**src/rtl/escalonador_chamadas_pkg.sv**
```systemverilog
// Shared definitions for the elevator call scheduler.
//   N_ANDARES_DEF / W_ANDAR_DEF : default floor count and floor-index width
//   estado_t                    : scheduler FSM state encoding
package pacote_elevador;

  localparam int N_ANDARES_DEF = 4;
  localparam int W_ANDAR_DEF   = 2;

  typedef enum logic [1:0] {
    PARADO       = 2'b00,
    MOVENDO      = 2'b01,
    PORTA_ABERTA = 2'b10
  } estado_t;

endpackage

```
**src/rtl/escalonador_chamadas_seletor_alvo.sv**
```systemverilog
// Combinational target search over the latched calls.
//   pendentes        : latched calls, bit i = floor i
//   andar            : reference floor (the car's current floor)
//   subindo          : current travel direction (1 = up)
//   tem_acima/abaixo : a call exists strictly above/below andar
//   mais_prox_*      : nearest such call (andar when none exists)
//   alvo, subir      : SCAN choice (target floor and resulting direction)
module seletor_alvo
  import pacote_elevador::*;
#(
  parameter int N_ANDARES = N_ANDARES_DEF,
  parameter int W_ANDAR   = W_ANDAR_DEF
) (
  input  logic [N_ANDARES-1:0] pendentes,
  input  logic [W_ANDAR-1:0]   andar,
  input  logic                 subindo,
  output logic                 tem_acima,
  output logic                 tem_abaixo,
  output logic [W_ANDAR-1:0]   mais_prox_acima,
  output logic [W_ANDAR-1:0]   mais_prox_abaixo,
  output logic [W_ANDAR-1:0]   alvo,
  output logic                 subir
);

  // Scanning away from the car and keeping the last hit leaves the nearest call.
  always_comb begin
    tem_acima        = 1'b0;
    tem_abaixo       = 1'b0;
    mais_prox_acima  = andar;
    mais_prox_abaixo = andar;
    for (int i = N_ANDARES - 1; i >= 0; i--) begin
      if (pendentes[i] && (W_ANDAR'(i) > andar)) begin
        tem_acima       = 1'b1;
        mais_prox_acima = W_ANDAR'(i);
      end
    end
    for (int i = 0; i < N_ANDARES; i++) begin
      if (pendentes[i] && (W_ANDAR'(i) < andar)) begin
        tem_abaixo       = 1'b1;
        mais_prox_abaixo = W_ANDAR'(i);
      end
    end
  end

  // SCAN: keep going up while calls remain above, otherwise serve below,
  // and only fall back to going up when nothing is below.
  always_comb begin
    alvo  = mais_prox_acima;
    subir = 1'b1;
    if (subindo && tem_acima) begin
      alvo  = mais_prox_acima;
      subir = 1'b1;
    end else if (tem_abaixo) begin
      alvo  = mais_prox_abaixo;
      subir = 1'b0;
    end
  end

endmodule

```
**src/rtl/escalonador_chamadas.sv**
```systemverilog
// Elevator call scheduler: latches call buttons, picks the next stop with a
// SCAN policy, drives the floor controller and times the door-open phase.
//   clock_in      : system clock, rising edge
//   reset         : synchronous active-high reset (homes the car to floor 0)
//   botoes        : call buttons, bit i = floor i
//   andar_atual   : current floor from the floor controller
//   seletor_andar : target floor to the floor controller
//   porta_aberta  : door open
//   subindo       : travel direction, 1 = up
//   pendentes     : latched, not yet served calls
//   ocupado       : scheduler not idle
module escalonador_chamadas
  import pacote_elevador::*;
#(
  parameter int N_ANDARES = N_ANDARES_DEF,
  parameter int W_ANDAR   = W_ANDAR_DEF,
  parameter int T_PORTA   = 8
) (
  input  logic                 clock_in,
  input  logic                 reset,
  input  logic [N_ANDARES-1:0] botoes,
  input  logic [W_ANDAR-1:0]   andar_atual,
  output logic [W_ANDAR-1:0]   seletor_andar,
  output logic                 porta_aberta,
  output logic                 subindo,
  output logic [N_ANDARES-1:0] pendentes,
  output logic                 ocupado
);

  localparam int W_CONT = (T_PORTA > 1) ? $clog2(T_PORTA) : 1;
  localparam logic [W_CONT-1:0] CONT_INICIAL = W_CONT'(T_PORTA - 1);

  estado_t               estado, estadoProx;
  logic [W_CONT-1:0]     contador, contadorProx;
  logic [N_ANDARES-1:0]  pendentesProx, limpar;
  logic [N_ANDARES-1:0]  mascaraAtual, mascaraAlvo;
  logic [W_ANDAR-1:0]    seletorProx;
  logic                  portaProx, subindoProx;
  logic                  temAcima, temAbaixo, subirScan;
  logic [W_ANDAR-1:0]    proxAcima, proxAbaixo, alvoScan;

  // One-hot views of the current and target floors; an out-of-range floor
  // index decodes to all zeros and therefore never matches a call.
  always_comb begin
    mascaraAtual = '0;
    mascaraAlvo  = '0;
    for (int i = 0; i < N_ANDARES; i++) begin
      mascaraAtual[i] = (andar_atual == W_ANDAR'(i));
      mascaraAlvo[i]  = (seletor_andar == W_ANDAR'(i));
    end
  end

  seletor_alvo #(
    .N_ANDARES(N_ANDARES),
    .W_ANDAR  (W_ANDAR)
  ) uSeletor (
    .pendentes       (pendentes),
    .andar           (andar_atual),
    .subindo         (subindo),
    .tem_acima       (temAcima),
    .tem_abaixo      (temAbaixo),
    .mais_prox_acima (proxAcima),
    .mais_prox_abaixo(proxAbaixo),
    .alvo            (alvoScan),
    .subir           (subirScan)
  );

  always_comb begin
    estadoProx   = estado;
    contadorProx = contador;
    seletorProx  = seletor_andar;
    portaProx    = porta_aberta;
    subindoProx  = subindo;
    limpar       = '0;
    case (estado)
      PARADO: begin
        // A call at the car's own floor, latched or pressed now, opens the
        // door directly and is never left latched.
        if (|((pendentes | botoes) & mascaraAtual)) begin
          estadoProx   = PORTA_ABERTA;
          limpar       = mascaraAtual;
          seletorProx  = andar_atual;
          portaProx    = 1'b1;
          contadorProx = CONT_INICIAL;
        end else if (|pendentes) begin
          seletorProx = alvoScan;
          subindoProx = subirScan;
          estadoProx  = MOVENDO;
        end
      end
      MOVENDO: begin
        if (andar_atual == seletor_andar) begin
          estadoProx   = PORTA_ABERTA;
          limpar       = mascaraAlvo;
          portaProx    = 1'b1;
          contadorProx = CONT_INICIAL;
        end else if (subindo && temAcima && (proxAcima < seletor_andar)) begin
          seletorProx = proxAcima;
        end else if (!subindo && temAbaixo && (proxAbaixo > seletor_andar)) begin
          seletorProx = proxAbaixo;
        end
      end
      PORTA_ABERTA: begin
        // Pressing the floor being served keeps the door open instead of latching.
        limpar = mascaraAlvo;
        if (|(botoes & mascaraAlvo)) begin
          contadorProx = CONT_INICIAL;
        end else if (contador == '0) begin
          portaProx  = 1'b0;
          estadoProx = PARADO;
        end else begin
          contadorProx = contador - 1'b1;
        end
      end
      default: estadoProx = PARADO;
    endcase
    pendentesProx = (pendentes | botoes) & ~limpar;
  end

  always_ff @(posedge clock_in) begin
    if (reset) begin
      estado        <= PARADO;
      contador      <= '0;
      pendentes     <= '0;
      seletor_andar <= '0;
      porta_aberta  <= 1'b0;
      subindo       <= 1'b1;
    end else begin
      estado        <= estadoProx;
      contador      <= contadorProx;
      pendentes     <= pendentesProx;
      seletor_andar <= seletorProx;
      porta_aberta  <= portaProx;
      subindo       <= subindoProx;
    end
  end

  assign ocupado = (estado != PARADO);

endmodule
```
**config.mk**
```make
export PLATFORM = sky130hd
export DESIGN_NAME = escalonador_chamadas
export DESIGN_NICKNAME = d
export VERILOG_FILES = /design/src/rtl/escalonador_chamadas_pkg.sv /design/src/rtl/escalonador_chamadas_seletor_alvo.sv /design/src/rtl/escalonador_chamadas.sv
export SDC_FILE = /design/constraint.sdc
export NUM_CORES = 1
export LEC_CHECK = 0
export CAP_MARGIN = 5
export CELL_PAD_IN_SITES_DETAIL_PLACEMENT = 0
export CELL_PAD_IN_SITES_GLOBAL_PLACEMENT = 1
export CORE_ASPECT_RATIO = 1.1
export CORE_UTILIZATION = 39
export DETAILED_ROUTE_END_ITERATION = 7
export PLACE_DENSITY_LB_ADDON = 0.1
export RECOVER_POWER = 50
export SYNTH_ARGS = -nofsm -noshare
export SYNTH_HDL_FRONTEND = slang
export SYNTH_SLANG_ARGS = --single-unit
```
**constraint.sdc**
```tcl
create_clock -name clock_in -period 2.65 [get_ports clock_in]
set_clock_uncertainty 0.05 [all_clocks]
set_input_delay 0.53 -clock clock_in [delete_from_list [all_inputs] [get_ports clock_in]]
set_output_delay 0.53 -clock clock_in [all_outputs]
set_load 0.05 [all_outputs]
```
==> results.md, run 1 <==
- Outcome: complete, no violations
- GRT met2 Usage: 0.379
- Netlist cell types: 51
- Ports: 17
- Max FO, Critical Path: 3
- Vias in the first global route: 1090
- Iter 0 DRT Violations: 28
- Synth top area share: 0.242
- Min-Delay Path Class: flip-flop to flip-flop
- Number of flops mapped to enable cells by yosys: 0
- Die Span X: 52.1 um
- Adder-cell area share of the yosys netlist: 0.0581
- H-tree depth: 1
- Post-synthesis mux area share: 0.0605
- Clk_lat worst skew: 0.27 ns
- Top FF cell, synth: dfxtp_1
- Main combinational cell family by area after synthesis: compound AO/OA/AOI/OAI gates
- Remaining global-route overflow: 0
- CTS tree: built
- Met3 usage: 0.0240
- Max clock buf depth: 2
- Synth area leader: dfxtp_1
- Final setup margin: 0.0870 ns
- Overall Power: 1.48 mW
- Overall Global Routing Usage: 0.226
- Asr flop ratio synth: 0
- Filler cells: 243
- Root Buffer: clkbuf_4
- Syn Inst Count: 133
- Top post-synthesis cells by area: dfxtp_1, ha_1, mux4_2
- Slew Limit Fails: 0
- DR vias: 1150
- Met1 Usage GRT: 0.292
- Mean Syn Cell Area: 8.09 um2
- Sequential fraction of the synthesis area: 0.242
- Pwr Density: 1040 nW/um2
- Die Ht: 57.1 um
- Final setup viols: 0
- Inserted Clock Buffers: 3
- WS Path Type: input pin to flip-flop
- RSZ-0062 raised after global routing: yes
- GPL Wtd Cong: 0.870
- Worst hold stages: 1
- Post-placement cell area: 1380 um2
- First-pass GRT wire length: 5040 um
- Die Footprint: 2970 um2
- Diode count: 0
- Rel. slew slack: 0.668
- Commonest non-fill, non-tap cells in the layout: buf_4, dfxtp_1, nor2_1
- Post-detail-place hpwl: 2370 um
- Simple-gate area share of the yosys netlist: 0.207
- Area occupied by multi-input gates: 763 um2
- Non-filler instance count after layout: 196
- Clk slew on worst S/H paths: 0.08 ns
- Avg WL per Cell: 15.3 um
- GR peak layer: met2
- IO buf count: 16
- Hold Vio Cnt, Final: 0
- Core Area: 2570 um2
- Design Area, Final: 1420 um2
- Syn Std Cell Area: 1080 um2
- Antenna violations before repair: 0
- Period utilization: 0.967
- Lkg Pwr: 0.582 nW
- Most common cell after layout, fill and taps aside: buf_4
- Post-CTS setup buffer count: 0
- Register area: 260 um2
- Hold_ws: 0.445 ns
- Flops & latches, synth: 13
- Synth Area in Compound Gates: 0.353
- Slew @ Worst Pin: 0.496 ns
- Peak VDD IR: 0.538 mV
- Drc violations: 0
- Placed Cells: 192
- Syn_nets: 146
- Pin count of the biggest net entering global routing: 13
- Max cap viols: 0
- Synth Area in XOR/XNOR: 0.0244
- Layout cell share with drive strength beyond 1: 0.188
- Yosys warning count: 0
- Post-Route WL: 3010 um
- Drt pass-1 iters: 4
- WP data arrival: 2.69 ns
- Fmax: 390 MHz
- Final min period: 2.56 ns
- Startpoint Class: input pin
- # nets final: 179
- Clock sinks: 13
- Total negative slack: 0 ns
- Worst setup EP type: flip-flop
- R2R cell count: 10
- Starting Density: 0.419
- Row count: 19
- Pre-CTS WS: -0.372 ns
- Vias per inst: 5.87
- Final core occ: 0.552
- Area Growth Syn to Fin: 31.6%
- Req. time, crit path: 2.77 ns
- Detail Route Antenna Nets: 0
==> worst max-delay path, cell delays in order <==
cell and delay (ns):
clkdlybuf4s50_1 0.43, and2_1 0.19, buf_4 0.13, o21a_1 0.19, ha_1 0.29, nor2b_1 0.13
o21ai_1 0.11, o21ai_1 0.07, a31o_1 0.22, and2_1 0.16, o32ai_1 0.23
==> what timing repair did <==
item,in CTS,in global routing
hold buffers,0,0
pin swaps,0,1
endpoints found under the setup margin,2,2
gates resized for setup,1,3
==> Yosys cell counts, types with 2 or more instances <==
master and count:
a31oi_1 4, ha_1 5, mux4_2 2, o311ai_0 2, nor2_1 12, and2_1 3
a311oi_1 3, dfxtp_1 13, a21oi_1 8, o21ai_0 7, o21a_1 2, a2111oi_0 2
mux2i_1 2, buf_2 2, nor2b_1 5, nand2_1 6, xnor2_1 2, a311o_1 3
nand3_1 4, clkbuf_1 3, inv_1 9, nand2b_1 2, nor3_1 4
==> where the power goes <==
part           internal [mW]  switching [mW]  total [mW]
Sequential             0.265           0.101       0.366
Combinational          0.412           0.579       0.991
Clock                 0.0582          0.0626       0.121
==> cells by family (layout without fill, tap and decap cells) <==
logic type / count (synthesis) / count (layout)
compound gates: 49 / 49
simple gates: 44 / 44
buf+inv: 15 / 47
flops: 13 / 13
fa+ha+maj: 5 / 5
mux: 4 / 4
xor+xnor: 3 / 3
==> layer usage <==
layer,vias up,share of wire
li1,572,-
met1,563,0.46
met2,13,0.51
met3,2,0.014
met4,0,0.0070
met5,-,0
==> final cells by class <==
type | instances | area share
multi-input cells | 105 | 0.539
repair buffers | 33 | 0.205
flip-flops and latches | 13 | 0.184
well taps | 31 | 0.0274
inverters | 10 | 0.0265
clock buffers | 4 | 0.0186
==> state kept, by name, indices dropped and copies added (netlist names) <==
name / cells
seletor_andar: 2
subindo: 1
pendentes: 4
porta_aberta: 1
contador: 3
estado: 2
==> path summary, 6_finish.rpt <==
check                 startpoint               end  slack, ns
setup / recovery  andar_atual[0]  seletor_andar[1]       0.09
hold / removal       contador[0]       contador[0]       0.44
setup reg to reg    pendentes[0]  seletor_andar[1]       0.37
hold reg to reg      contador[0]       contador[0]       0.44
Note: power is estimated with default switching activity, not from simulation.
==> run 2, diff against run 1 <==
--- a/config.mk
+++ b/config.mk
@@ -8,7 +8,6 @@
 export CAP_MARGIN = 5
 export CELL_PAD_IN_SITES_DETAIL_PLACEMENT = 0
 export CELL_PAD_IN_SITES_GLOBAL_PLACEMENT = 1
-export CORE_ASPECT_RATIO = 1.1
 export CORE_UTILIZATION = 39
 export DETAILED_ROUTE_END_ITERATION = 7
 export PLACE_DENSITY_LB_ADDON = 0.1
==> run 2 against run 1 <==
First-iteration DRC count grew 140%. Via count grew 3.3%. Worst hold slack gained 0.0064 ns. Utilization grew 1.7 points. Non-clock buffer count grew 4. Critical endpoint is now ocupado. Clock power grew 6%. Critical path type is now flip-flop to primary output. Die area is essentially flat.
==> results.md, run 2 (same netlist as run 1, synthesis figures left out) <==
- Worst setup EP type: primary output
- Total negative slack: 0 ns
- Switching Fraction: 0.509
- Crit path cell chain: nor2_1, inv_1, clkdlybuf4s50_1
- Root Buffer: clkbuf_4
- Remaining global-route overflow: 0
- Filler cells: 257
- Max FO, Critical Path: 6
- Pre-CTS WS: -0.373 ns
- Core Area: 2540 um2
- Placed Cells: 194
- Drt pass-1 iters: 4
- Most common cell after layout, fill and taps aside: buf_4
- Clk slew on worst S/H paths: 0.08 ns
- Overall Global Routing Usage: 0.230
- Hold_ws: 0.451 ns
- Final min period: 2.41 ns
- Clock share of power: 0.086
- Slew @ Worst Pin: 0.498 ns
- Net Switching: 0.763 mW
- Antenna violations before repair: 0
- Die Span X: 54.5 um
- WP data arrival: 1.83 ns
- Die Ht: 54.5 um
- First-pass GRT wire length: 4770 um
- Crit path depth: 3
- Hold Vio Cnt, Final: 0
- Row count: 18
- Req. time, crit path: 2.07 ns
- Delay-heaviest family, CP: buffers and inverters
- Min-Delay Path Class: flip-flop to flip-flop
- Area occupied by multi-input gates: 771 um2
- Inserted Clock Buffers: 3
- Outcome: complete, no violations
- R2R cell count: 6
- Worst hold stages: 1
- Lkg Pwr: 0.600 nW
- R2r setup slk: 0.36 ns
- Commonest non-fill, non-tap cells in the layout: buf_4, dfxtp_1, nor2_1
- Reg power frac: 0.243
- Diode count: 0
- Layout cell share with drive strength beyond 1: 0.201
- Register area: 260 um2
- Ports: 17
- Combinational share of power: 0.671
- Post-Route WL: 3120 um
- Clock sinks: 13
- WS Path Type: flip-flop to primary output
- GPL Wtd Cong: 0.810
- Pin count of the biggest net entering global routing: 13
- CTS tree: built
- Period utilization: 0.911
- Post-detail-place hpwl: 2320 um
- Vias per inst: 5.97
- Startpoint Class: flip-flop
- Fmax: 414 MHz
- Max cap viols: 0
- Design Area, Final: 1450 um2
- RSZ-0062 raised after global routing: no
- Starting Density: 0.423
- Avg WL per Cell: 15.7 um
- Peak VDD IR: 0.831 mV
- Critical path's largest stage delay: 0.82 ns
- Register with the most flip-flops: pendentes
- Non-filler instance count after layout: 199
- Internal: 0.735 mW
- DR vias: 1188
- Top Registers: pendentes (4), contador (3)
- Final setup margin: 0.235 ns
- Max clock buf depth: 2
- Detail Route Antenna Nets: 0
- Overall Power: 1.50 mW
- Area Growth Syn to Fin: 34.5%
- Rel. slew slack: 0.667
- Slew Limit Fails: 0
- Post-placement cell area: 1400 um2
- Buf/Inv on CP: 2
- IO buf count: 16
- Final setup viols: 0
- Pwr Density: 1030 nW/um2
- Drc violations: 0
- # nets final: 183
- CP max stage cell: clkdlybuf4s50_1
- H-tree depth: 1
- Die Footprint: 2970 um2
- Final core occ: 0.569
- Clk_lat worst skew: 0.28 ns
- Max FFs per register: 4
- Iter 0 DRT Violations: 67
- Vias in the first global route: 1018
-- run 2: path summary, 6_finish.rpt --
path               startpoint           to
max reg2reg  seletor_andar[0]  contador[2]
max                 estado[1]      ocupado
min               contador[0]  contador[0]
min reg2reg       contador[0]  contador[0]
-- run 2: area by class of cell --
cell class,instances,share of cell area
Clock buffer,4,0.0182
Inverter,10,0.0259
Multi-Input combinational cell,105,0.532
Sequential cell,13,0.180
Tap cell,30,0.0259
Timing Repair Buffer,37,0.218
-- run 2: power by group through the flow --
stage / sequential (mW) / clock, mW / combinational, mW
2_1_floorplan: 0.466 / 0 / 0.569
3_3_place_gp: 0.366 / 0 / 0.975
3_5_place_dp: 0.366 / 0 / 0.986
4_1_cts: 0.364 / 0.132 / 0.997
5_1_grt: 0.373 / 0.137 / 1.10
6_report: 0.364 / 0.128 / 1.01
-- run 2: repair_timing --
item                       in CTS  in global routing
hold buffers                    0                  0
pin swaps                       0                  1
resized for setup               1                  3
buffers inserted                0                  1
gates cloned                    0                  0
setup endpoints to repair       2                  2
-- run 2: routing by layer --
layer  global-route usage  share of wire  up-vias  routed length [um]
met5                    0              0        -                   0
met4               0.0385          0.011        0                  34
met3               0.0611          0.046        4                 144
met2                0.352           0.45       31                1390
met1                0.324           0.50      572                1550
li1                     -              -      581                   -
